## config.mk

```make
export PLATFORM = sky130hd
export DESIGN_NAME = imm_narrower
export DESIGN_NICKNAME = d
export VERILOG_FILES = /design/src/rtl/imm_narrower.sv
export SDC_FILE = /design/constraint.sdc
export NUM_CORES = 1
export LEC_CHECK = 0
export CAP_MARGIN = 5
export CORE_MARGIN = 2
export CORE_UTILIZATION = 40
export DETAILED_ROUTE_END_ITERATION = 7
export PLACE_DENSITY = 0.67
export SLEW_MARGIN = 20
export SYNTH_ARGS = -nofsm -noshare
export SYNTH_HDL_FRONTEND = slang
export SYNTH_SLANG_ARGS = --single-unit
```

## constraint.sdc

```tcl
create_clock -name clk -period 1.7 [get_ports clk]
set_input_delay 0.34 -clock clk [delete_from_list [all_inputs] [get_ports clk]]
set_output_delay 0.34 -clock clk [all_outputs]
set_load 0.02 [all_outputs]
```

## src/rtl/imm_narrower.sv

```systemverilog
// imm_narrower: packs a wide value into the narrow immediate field.
// Two-stage valid/ready pipeline. Stage 1 holds the raw beat and evaluates the
// range check. Stage 2 holds the narrowed immediate and its overflow flag.
// The overflow counter counts only overflowed beats that are delivered.
module imm_narrower #(
    parameter int unsigned IN_W  = 32,
    parameter int unsigned OUT_W = 24,
    parameter int unsigned CNT_W = 8
) (
    input  logic             clk,
    input  logic             rst_n,
    input  logic             in_valid,
    output logic             in_ready,
    input  logic [IN_W-1:0]  in_data,
    input  logic             signop,
    input  logic             sat_en,
    output logic             out_valid,
    input  logic             out_ready,
    output logic [OUT_W-1:0] out_data,
    output logic             out_ovf,
    output logic [CNT_W-1:0] ovf_count,
    input  logic             clr_count
);

    logic                  s1_valid;
    logic [IN_W-1:0]       s1_data;
    logic                  s1_signop;
    logic                  s1_sat;
    logic                  s1_advance;
    logic                  s2_advance;
    logic                  fit;
    logic [OUT_W-1:0]      res_data;
    logic [IN_W-OUT_W:0]   sgn_bits;
    logic [IN_W-OUT_W-1:0] uns_bits;

    // Stage 2 moves when it is empty or its beat is taken downstream.
    // Stage 1 hands its beat to stage 2 whenever stage 2 moves.
    assign s2_advance = !out_valid || out_ready;
    assign s1_advance = s2_advance;
    assign in_ready   = !s1_valid || s1_advance;

    // Range check and truncate/saturate on the stage-1 beat.
    always_comb begin
        sgn_bits = s1_data[IN_W-1:OUT_W-1];
        uns_bits = s1_data[IN_W-1:OUT_W];
        if (s1_signop) begin
            fit = (&sgn_bits) || (~|sgn_bits);
        end else begin
            fit = ~|uns_bits;
        end
        res_data = s1_data[OUT_W-1:0];
        if (!fit && s1_sat) begin
            if (s1_signop) begin
                res_data = s1_data[IN_W-1] ? {1'b1, {(OUT_W-1){1'b0}}}
                                           : {1'b0, {(OUT_W-1){1'b1}}};
            end else begin
                res_data = '1;
            end
        end
    end

    // Stage 1 register: captures the incoming beat and its mode bits.
    always_ff @(posedge clk or negedge rst_n) begin
        if (!rst_n) begin
            s1_valid  <= 1'b0;
            s1_data   <= '0;
            s1_signop <= 1'b0;
            s1_sat    <= 1'b0;
        end else if (in_ready) begin
            s1_valid <= in_valid;
            if (in_valid) begin
                s1_data   <= in_data;
                s1_signop <= signop;
                s1_sat    <= sat_en;
            end
        end
    end

    // Stage 2 register: narrowed immediate, held while downstream stalls.
    always_ff @(posedge clk or negedge rst_n) begin
        if (!rst_n) begin
            out_valid <= 1'b0;
            out_data  <= '0;
            out_ovf   <= 1'b0;
        end else if (s2_advance) begin
            out_valid <= s1_valid;
            if (s1_valid) begin
                out_data <= res_data;
                out_ovf  <= !fit;
            end
        end
    end

    // Saturating overflow counter; clear takes priority over increment.
    always_ff @(posedge clk or negedge rst_n) begin
        if (!rst_n) begin
            ovf_count <= '0;
        end else if (clr_count) begin
            ovf_count <= '0;
        end else if (out_valid && out_ready && out_ovf && (ovf_count != '1)) begin
            ovf_count <= ovf_count + {{(CNT_W-1){1'b0}}, 1'b1};
        end
    end

endmodule

```

==> impl_metrics.yaml <==
global_route:
  grt_max_degree: 36
  grt_pass1_wl_um: 10800
  overflow: 0
  grt_pass1_vias: 2219
  antenna_found_initial: 0
  grtUsageTotal_pct: 16.5
power:
  power_mw: 4.77
  power_density_nw_per_um2: 1130
  ir_worst_vdd_mv: 0.604
  p_leak_nw: 1.85
sta:
  fmax_ghz: 0.600
  whs_ns: 0.505
  rsz0062_at_grt: "false"
  tns_ns: 0
  fin_ws_ns: 0.0339
  finalCritPeriodShare_pct: 98.0
  setup_viol: 0
  finClkSkew_ns: 0.00776
  finalHoldViolCount: 0
  tightest_slew_ns: 0.444
  final-max-slew-violation-count: 0
  min_period_ns: 1.67
  maxSlewHeadroom_pct: 70.4
route:
  met3_wirelength_um: 353
  via_count: 2155
  vias_per_cell: 4.97
  drcViolationCount: 0
  drt-met1-wl_um: 2890
  wl_um: 6490
  wl_per_cell_um: 15.0
  first_iter_violations: 41
  routed.top_layer: "met4"
  route.met2.wl_um: 3200
  drt-pass1-iter-count: 4
  ant_nets: 0
clock_network:
  clk_latency_ns: 0.33
  clk_pin_slew_worst_paths_ns: 0.07
  h-tree-depth: 3
  root_buffer: "clkbuf_8"
  cts_max_path_buffers: 2
  cts.sinks: 69
  numCtsBuffers: 9
  cts_tree: "yes"
setup_path:
  worst_path_max_delay_cell: "clkdlybuf4s50_1"
  r2r_cells: 5
  critPathBufInv: 2
  r2r_setup_slack_ns: 0.13
  r2r-end: "ovf_count[5]"
  cp_data_arrival_time_ns: 1.33
  path_cells: "clkdlybuf4s50_1 > nand3b_1 > dlygate4sd2_1"
  critPathLaunchType: "primary input"
  reg2reg_from: "ovf_count[0]"
  timing.critical_path.from: "out_ready"
  critPathCaptureType: "output pin"
  critical-path-top-delay-family: "buffers and inverters"
  crit_type: "in2out"
  cp_max_fo: 4
  crit_cells: 3
  slowest_delay_ns: 0.51
  cp.required_ns: 1.36
placement:
  place_area_um2: 3980
  dp_hpwl_um: 4380
  place_ws_ns: -0.347
  dp.cells: 418
  gp_congestion: 0.777
  port_buffers: 73
die:
  start_util_pct: 40.6
  ioPinCount: 74
  dieHeight_um: 91.8
  die_w_um: 91.8
  placementRows: 32
  die_area_um2: 8440
  core-area_um2: 7610
flow_run:
  drv_cap: 0
synthesis:
  syn_inst: 247
  syn_area_per_cell_um2: 12.5
  synth_edf_count: 0
  synth-seq-cells: 69
  syn_area_um2: 3090
  synth-seq-area-share_pct: 55.9
  ys.flop_type: "dfrtp_1"
  yosys.cell_types.count: 37
  async_flop_share_pct: 100
  ys_warn_count: 0
  syn_nets: 287
final_layout:
  final_nets: 369
  mostFrequentLayoutCells: "69 x dfrtp_1, 52 x nand2_1, 46 x clkdlybuf4s50_1"
  design_area_um2: 4220
  stdcell_count: 434
  areaGrowthSynthToFinish_pct: 36.7
  antenna_cells: 0
  layout_commonest_cell: "dfrtp_1"
  finalCoreUtilization_pct: 55.5
  drive_gt1_share_pct: 27.4
run_status:
  status: "completed"
worst_hold_path:
  hp-class: "in2async"
==> logic make-up (layout without fill, tap and decap cells) <==
logic type      after synthesis  in the layout  synth area share, %
xor+xnor                      2              2                0.568
compound gates               39             39                 12.8
buf+inv                      17            101                 3.97
fa+ha+maj                     1              1                0.405
simple gates                 83             84                 13.2
mux                          36             36                 13.1
flops                        69             69                 55.9
==> sequential cells by signal (all words and copies together) (netlist names) <==
| name | cells |
|---|---|
| out_data | 24 |
| out_valid | 1 |
| s1_data | 32 |
| s1_valid | 1 |
| out_ovf | 1 |
| ovf_count | 8 |
| s1_signop | 1 |
| s1_sat | 1 |
==> layer usage <==
layer	track usage [%]	vias to the layer above
li1	-	1044
met2	27.5	57
met5	0	-
met4	5.85	0
met3	5.26	2
met1	20.2	1052
==> area by class of cell <==
| class | instances | area, um2 |
|---|---|---|
| fillers | 657 | 3390 |
| flip-flops and latches | 69 | 1730 |
| multi-input cells | 162 | 1260 |
| repair buffers | 85 | 903 |
| clock buffers | 13 | 169 |
| well taps | 102 | 128 |
| clock inverters | 1 | 30.0 |
| inverters | 2 | 7.51 |
==> what timing repair did <==
action | CTS | global route
hold buffers | 1 | 0
gates resized for setup | 12 | 17
endpoints found under the hold margin | 34 | 0
pin swaps | 0 | 2
buffers inserted | 0 | 0
cloned | 0 | 1
setup endpoints to repair | 12 | 39
==> power by group <==
group	internal [mW]	switching, mW	leakage, nW
Clock	0.783	0.564	0.102
Combinational	0.678	0.626	0.930
Sequential	1.93	0.190	0.816
Total	3.39	1.38	1.85
==> cells in the mapped netlist (all sizes together) (3+ instances only) <==
master | count | area, um2
nor4 | 3 | 46.3
nand2 | 54 | 203
or4 | 3 | 22.5
nand4 | 3 | 18.8
mux2 | 34 | 383
clkbuf | 4 | 15.0
o31ai | 3 | 22.5
or3 | 3 | 23.8
dfrtp | 69 | 1730
buf | 11 | 100
nand3 | 4 | 20.0
a21oi | 5 | 25.0
a31oi | 23 | 287
o21ai | 5 | 28.8
nand2b | 3 | 18.8
nor2 | 4 | 15.0
==> how the worst max path moves through the flow <==
stage / end
2_1_floorplan: s1_data[10]
3_3_place_gp: out_data[2]
3_5_place_dp: out_data[15]
4_1_cts: out_data[15]
5_1_grt: out_data[12]
6_report: in_ready
(Power assumes the default switching activity.)
